===== config.mk =====
export PLATFORM = sky130hd
export DESIGN_NAME = mem_stream_reader
export DESIGN_NICKNAME = d
export VERILOG_FILES = /design/src/rtl/mem_stream_reader.sv
export SDC_FILE = /design/constraint.sdc
export NUM_CORES = 1
export LEC_CHECK = 0
export BUFFER_PORTS_ARGS = -buffer_cell sky130_fd_sc_hd__buf_2
export CAP_MARGIN = 5
export CORE_AREA = 5 5 77 79
export CTS_CLUSTER_DIAMETER = 30
export DETAILED_ROUTE_END_ITERATION = 12
export DIE_AREA = 0 0 82 84
export HOLD_SLACK_MARGIN = 0.03
export PLACE_DENSITY = 0.88
export SLEW_MARGIN = 20
export SYNTH_ARGS = -nofsm -noshare
export SYNTH_HDL_FRONTEND = slang
export SYNTH_SLANG_ARGS = --single-unit

===== constraint.sdc =====
create_clock -name clk -period 7.35 [get_ports clk]
set_input_delay 0.3675 -clock clk [delete_from_list [all_inputs] [get_ports clk]]
set_output_delay 0.3675 -clock clk [all_outputs]
set_load 0.005 [all_outputs]

===== src/rtl/mem_stream_reader.sv =====
// Read-side streaming master: reads a contiguous word range from a 0-latency memory
// into a 2-entry FIFO drained over valid/ready. Optional MEM_READER_STATS_EN adds a stall counter.
module mem_stream_reader #(
  parameter int WIDTH  = 16,
  parameter int HEIGHT = 128,
  parameter int LEN_W  = 8,
  localparam int AW    = $clog2(HEIGHT)
) (
  input  logic             clk,
  input  logic             arst_n_in,
  input  logic             start,
  input  logic [AW-1:0]    base_addr,
  input  logic [LEN_W-1:0] length,
  output logic             busy,
  output logic             done,
  output logic [AW-1:0]    mem_read_addr,
  output logic             mem_read_en,
  input  logic [WIDTH-1:0] mem_qout,
  output logic [WIDTH-1:0] out_data,
  output logic             out_valid,
  input  logic             out_ready,
  output logic [15:0]      stall_cnt
);

  typedef enum logic [1:0] {IDLE, READ, DRAIN} state_e;

  state_e           state_q, state_d;
  logic [AW-1:0]    addr_q, addr_d;
  logic [LEN_W-1:0] rem_q, rem_d;
  logic [WIDTH-1:0] buf0_q, buf0_d, buf1_q, buf1_d;
  logic [1:0]       cnt_q, cnt_d;
  logic             done_q, done_d;
  logic             pop, push;

  assign out_valid     = (cnt_q != 2'd0);
  assign out_data      = buf0_q;
  assign pop           = out_valid && out_ready;
  assign mem_read_addr = addr_q;
  assign mem_read_en   = push;
  assign busy          = (state_q != IDLE);
  assign done          = done_q;

  // A pop in the same cycle frees a slot, so a full buffer can still accept a read.
  assign push = (state_q == READ) && (rem_q != '0) && ((cnt_q - {1'b0, pop}) < 2'd2);

  // buf0 is always the head; buf1 only holds the second entry when count is 2.
  always_comb begin
    buf0_d = buf0_q;
    buf1_d = buf1_q;
    cnt_d  = cnt_q;
    case ({push, pop})
      2'b10: begin
        if (cnt_q == 2'd0) buf0_d = mem_qout;
        else               buf1_d = mem_qout;
        cnt_d = cnt_q + 2'd1;
      end
      2'b01: begin
        buf0_d = buf1_q;
        cnt_d  = cnt_q - 2'd1;
      end
      2'b11: begin
        if (cnt_q == 2'd1) begin
          buf0_d = mem_qout;
        end else begin
          buf0_d = buf1_q;
          buf1_d = mem_qout;
        end
      end
      default: ;
    endcase
  end

  always_comb begin
    state_d = state_q;
    addr_d  = addr_q;
    rem_d   = rem_q;
    done_d  = 1'b0;
    case (state_q)
      IDLE: begin
        if (start) begin
          if (length != '0) begin
            addr_d  = base_addr;
            rem_d   = length;
            state_d = READ;
          end else begin
            done_d = 1'b1;
          end
        end
      end
      READ: begin
        if (push) begin
          addr_d = addr_q + 1'b1;
          rem_d  = rem_q - 1'b1;
          if (rem_q == LEN_W'(1)) state_d = DRAIN;
        end
      end
      DRAIN: begin
        if (cnt_d == 2'd0) begin
          state_d = IDLE;
          done_d  = 1'b1;
        end
      end
      default: state_d = IDLE;
    endcase
  end

  always_ff @(posedge clk or negedge arst_n_in) begin
    if (!arst_n_in) begin
      state_q <= IDLE;
      addr_q  <= '0;
      rem_q   <= '0;
      buf0_q  <= '0;
      buf1_q  <= '0;
      cnt_q   <= 2'd0;
      done_q  <= 1'b0;
    end else begin
      state_q <= state_d;
      addr_q  <= addr_d;
      rem_q   <= rem_d;
      buf0_q  <= buf0_d;
      buf1_q  <= buf1_d;
      cnt_q   <= cnt_d;
      done_q  <= done_d;
    end
  end

`ifdef MEM_READER_STATS_EN
  logic [15:0] stall_q, stall_d;

  always_comb begin
    stall_d = stall_q;
    if ((state_q == IDLE) && start)                            stall_d = '0;
    else if (out_valid && !out_ready && (stall_q != 16'hFFFF)) stall_d = stall_q + 16'd1;
  end

  always_ff @(posedge clk or negedge arst_n_in) begin
    if (!arst_n_in) stall_q <= '0;
    else            stall_q <= stall_d;
  end

  assign stall_cnt = stall_q;
`else
  assign stall_cnt = '0;
`endif

endmodule

==> impl_summary.txt <==
----------------------------------------------------
[Clock network]
  Level count of the clock H-tree ... 2
  Count of hold buffers inserted by post-cts repair ... 0
  Setup Fix Bufs, Post-CTS ... 0
  CTS tree ... yes
  CTS clk-pin slew, worst paths ... ~0.090 ns
  Num Clock Sinks ... 52
  Worst-skew pair later-pin latency ... about 0.30 ns
  Number of gates resized after cts ... 0
  Buffers from clock root to sink, at most ... 2
  Clock buffer count from CTS ... 5
  CTS Root Buffer Type ... sky130_fd_sc_hd__clkbuf_8

[Yosys]
  Cells after Synth ... around 290
  Xor/xnor cell area share of the yosys netlist ... 0.311%
  Synth area leader ... sky130_fd_sc_hd__dfrtp_1
  Main combinational cell family by area after synthesis ... compound AO/OA/AOI/OAI gates
  Share of the synthesized area in the top cell type ... 46.2%
  Area of the mapped netlist ... 2820 sq um
  Mux share of post-synthesis cell area ... approximately 7.5%
  Sequential cell area fraction in the yosys report ... a little under half
  Simple logic cell fraction of the synthesized area ... 14.3%
  Number of enable-type register cells in the synthesized netlist ... 0
  Yosys warning total ... 0
  Post-synth cell types ... 47
  Average instance area after synthesis ... just under 10 sq um
  Flip-flop and latch count after synthesis ... 52
  Synth Area in Compound Gates ... approximately 19%
  Top cells by area in the synthesized netlist ... sky130_fd_sc_hd__dfrtp_1 46%, sky130_fd_sc_hd__mux2_2 6.4%, sky130_fd_sc_hd__a21oi_1 5.0%
  Share of synthesized flip-flops with an asynchronous set or reset ... 100%
  Post-synthesis adder-cell area fraction ... approximately 4.0%
  Primary flip-flop cell chosen by synthesis mapping ... sky130_fd_sc_hd__dfrtp_1

[Floorplanning]
  CORE AREA ... ~5300 sq um
  Initial Util ... a little over half
  Cell row count ... 27
  Die area ... ~6900 sq um
  Width of the die ... just over 80 um
  Boundary Pins ... 78
  Die Height ... 84 um

[Pwr]
  Leakage power summed over all cells ... about 1.5 nW
  Relative contribution of combinational cells to total power ... about half
  Switching power summed over all nets ... 0.580 mW
  Internal Power ... between 0.8 and 0.9 mW
  Peak supply drop ... 250 uV
  Clock network fraction of total power ... a little over an eighth
  Sw frac ... 40.2%
  Relative contribution of sequential cells to total power ... 37.5%
  Pwr Density ... 449 nW/um^2

[STA]
  Final setup viols ... 0
  Least-Margin Pin Slew ... between 1 and 1.5 ns
  Final-layout setup total negative slack ... 0 ns
  Maximum clock frequency ... 330 MHz
  Count of pins over their slew limit ... 0
  Setup repair after global routing missed its margin ... no
  Final-report hold violation count ... 0
  Final Critical Period ... between 3 and 4 ns
  Final worst path period share ... 41.2%
  Remaining max-slew budget at the tightest pin ... approximately a third
  Clock Skews ... just under 0.008 ns

[Status]
  Status ... finished clean

[Route]
  Routed wirelength normalized by instance count ... about 14 um
  Post-DR vias/cell ... 5.45
  1st-pass router iterations ... 4
  Remaining antenna violation count ... 0
  Total DRC errors in the routed layout ... 0
  Violation count after the first detailed-route iteration ... between 150 and 200
  Via count ... around 2300
  Aggregate routed wire length ... 6040 um

[GRT]
  Initial antenna violation count ... 0
  Congestion Overflow GR ... 0
  Via count of the first global-routing pass ... 2218
  Met1 Use GR ... between 20% and 30%
  All-layer global routing usage ... 18.4%
  Wire length of the first global-routing pass ... slightly above 10000 um
  Met3 Resource Use GR ... a little under 4%
  Highest-utilization routing layer at the global route stage ... met2
  Largest net degree at the start of global routing ... 53
  Met2 Use GR ... roughly 30%

[Layout]
  Number of antenna repair diodes ... 0
  Number of nets in the layout ... between 300 and 400
  Share of cells above drive strength 1 ... 29.2%
  Final non-filler cell total ... between 400 and 500
  Synthesis-to-layout area growth ... 14.3%

[Worst setup path]
  Slack of the worst reg-to-reg path ... 4.32 ns
  Startpoint of the most critical setup path ... state_q[0]
  Crit. End Element ... flop
  Signal arrival time at the worst endpoint ... roughly 3.3 ns
  Worst reg2reg path depth ... 10
  Critical path capture point ... out_data[9]
  Critical path required time ... roughly 7.6 ns
  Critical Path Fanout Max ... 22
  Critical Path Source Type ... flop
  Crit path kind ... flop to flop
  Startpoint of the worst-slack reg-to-reg timing path ... state_q[0]
  Endpoint of the worst-slack reg-to-reg timing path ... out_data[9]

[Place]
  Port Buf Inserts ... 61
  Count of placed standard cells including taps ... 410
  Post-DP HPWL ... 4330 um
  Placer Congestion ... roughly 0.83

[Flow run]
  Max capacitance violation total ... 0

[Hold path]
  Worst min-delay path category ... primary input to async pin

----------------------------------------------------
layer usage:
layer,up-vias,part of all wire [%]
li1,1109,-
met1,1080,43
met2,81,48
met3,9,6.6
met4,0,1.6
met5,-,0
per-stage QoR:
stage | power (mW) | area, sq um | hold WS [ns] | worst slack [ns] | utilization [%]
2_1_floorplan | 1.06 | 2870 | 0.0719 | 4.63 | -
3_3_place_gp | 1.22 | 3110 | 0.488 | 4.61 | 58.9
3_5_place_dp | 1.25 | 3110 | 0.494 | 4.43 | 58.9
4_1_cts | 1.45 | 3220 | 0.192 | 4.40 | 61.0
5_1_grt | 1.57 | 3220 | 0.237 | 4.09 | 61.0
6_report | 1.44 | 3220 | 0.170 | 4.32 | 61.0
worst max-delay path, cell delays in order (launching register included):
cell	delay (ns)
sky130_fd_sc_hd__dfrtp_1	0.77
sky130_fd_sc_hd__nor2b_1	0.21
sky130_fd_sc_hd__buf_4	0.26
sky130_fd_sc_hd__nand3_1	0.15
sky130_fd_sc_hd__inv_1	0.17
sky130_fd_sc_hd__ha_1	0.21
sky130_fd_sc_hd__nor2b_1	0.20
sky130_fd_sc_hd__nor2_1	0.07
sky130_fd_sc_hd__nor2_2	0.55
sky130_fd_sc_hd__a22oi_1	0.15
sky130_fd_sc_hd__a21oi_1	0.20
cells by family (layout without fill, tap and decap cells):
group | after synthesis | after routing
AO/OA/AOI/OAI | 83 | 83
AND/OR/NAND/NOR | 81 | 81
flip-flops | 52 | 52
buffers and inverters | 42 | 85
multiplexers | 19 | 19
adder cells (fa/ha/maj) | 9 | 9
other | 1 | 16
XOR/XNOR | 1 | 1
final cells by class:
type	instances	area, sq um
inverter	13	48.8
sequential	52	1300
fill	460	2050
tap	72	90.1
multi-input combinational	209	1340
clock buffer	6	72.6
timing repair buffer	64	328
clock inverter	2	38.8
power groups by stage:
stage | logic [mW] | registers, mW | clock network [mW]
CTS | 0.711 | 0.541 | 0.202
global placement | 0.684 | 0.538 | 0
global route | 0.791 | 0.564 | 0.212
finish | 0.708 | 0.541 | 0.195
floorplan | 0.531 | 0.531 | 0
detailed placement | 0.707 | 0.546 | 0
sequential cells by signal (all words and copies together), names as in the netlist:
signal / cells
buf1_q: 16
cnt_q: 2
done: 1
mem_read_addr: 7
out_data: 16
rem_q: 8
state_q: 2
worst min path at each step:
stage	start	to	slack, ns	cells after the start
final	arst_n_in	mem_read_addr[2]	0.17	2
after detailed placement	buf1_q[14]	buf1_q[14]	0.49	1
after global placement	buf1_q[4]	buf1_q[4]	0.49	1
after floorplan	arst_n_in	buf1_q[0]	0.07	0
after global routing	arst_n_in	out_data[15]	0.24	2
after CTS	arst_n_in	buf1_q[11]	0.19	2
cells in the final DEF, fill, tap and decap left out, types with 2 or more instances in the layout:
cell type / count
sky130_fd_sc_hd__a21oi_1: 28
sky130_fd_sc_hd__a21oi_2: 4
sky130_fd_sc_hd__a22oi_1: 17
sky130_fd_sc_hd__a31oi_1: 9
sky130_fd_sc_hd__buf_2: 61
sky130_fd_sc_hd__buf_4: 3
sky130_fd_sc_hd__clkbuf_8: 5
sky130_fd_sc_hd__conb_1: 16
sky130_fd_sc_hd__dfrtp_1: 52
sky130_fd_sc_hd__ha_1: 9
sky130_fd_sc_hd__inv_1: 13
sky130_fd_sc_hd__mux2_2: 16
sky130_fd_sc_hd__mux2i_1: 3
sky130_fd_sc_hd__nand2_1: 24
sky130_fd_sc_hd__nand2b_1: 5
sky130_fd_sc_hd__nand3_1: 8
sky130_fd_sc_hd__nor2_1: 25
sky130_fd_sc_hd__nor2b_1: 4
sky130_fd_sc_hd__nor3_1: 2
sky130_fd_sc_hd__nor3b_2: 2
sky130_fd_sc_hd__nor4_1: 2
sky130_fd_sc_hd__o21ai_0: 5
sky130_fd_sc_hd__o21ai_1: 2
sky130_fd_sc_hd__o22ai_1: 5
sky130_fd_sc_hd__o31ai_1: 2
sky130_fd_sc_hd__o32ai_1: 2
cell usage after synthesis, drive strengths merged, types with 2 or more instances:
| library cell | instances |
|---|---|
| a21oi | 32 |
| a22oi | 17 |
| a31o | 2 |
| a31oi | 10 |
| buf | 24 |
| clkbuf | 5 |
| dfrtp | 52 |
| ha | 9 |
| inv | 13 |
| mux2 | 16 |
| mux2i | 3 |
| nand2 | 25 |
| nand2b | 5 |
| nand3 | 8 |
| nor2 | 26 |
| nor2b | 4 |
| nor3 | 2 |
| nor3b | 3 |
| nor4 | 3 |
| o21ai | 7 |
| o22ai | 5 |
| o31ai | 2 |
| o32ai | 2 |
Power figures use the tool's default switching activity.
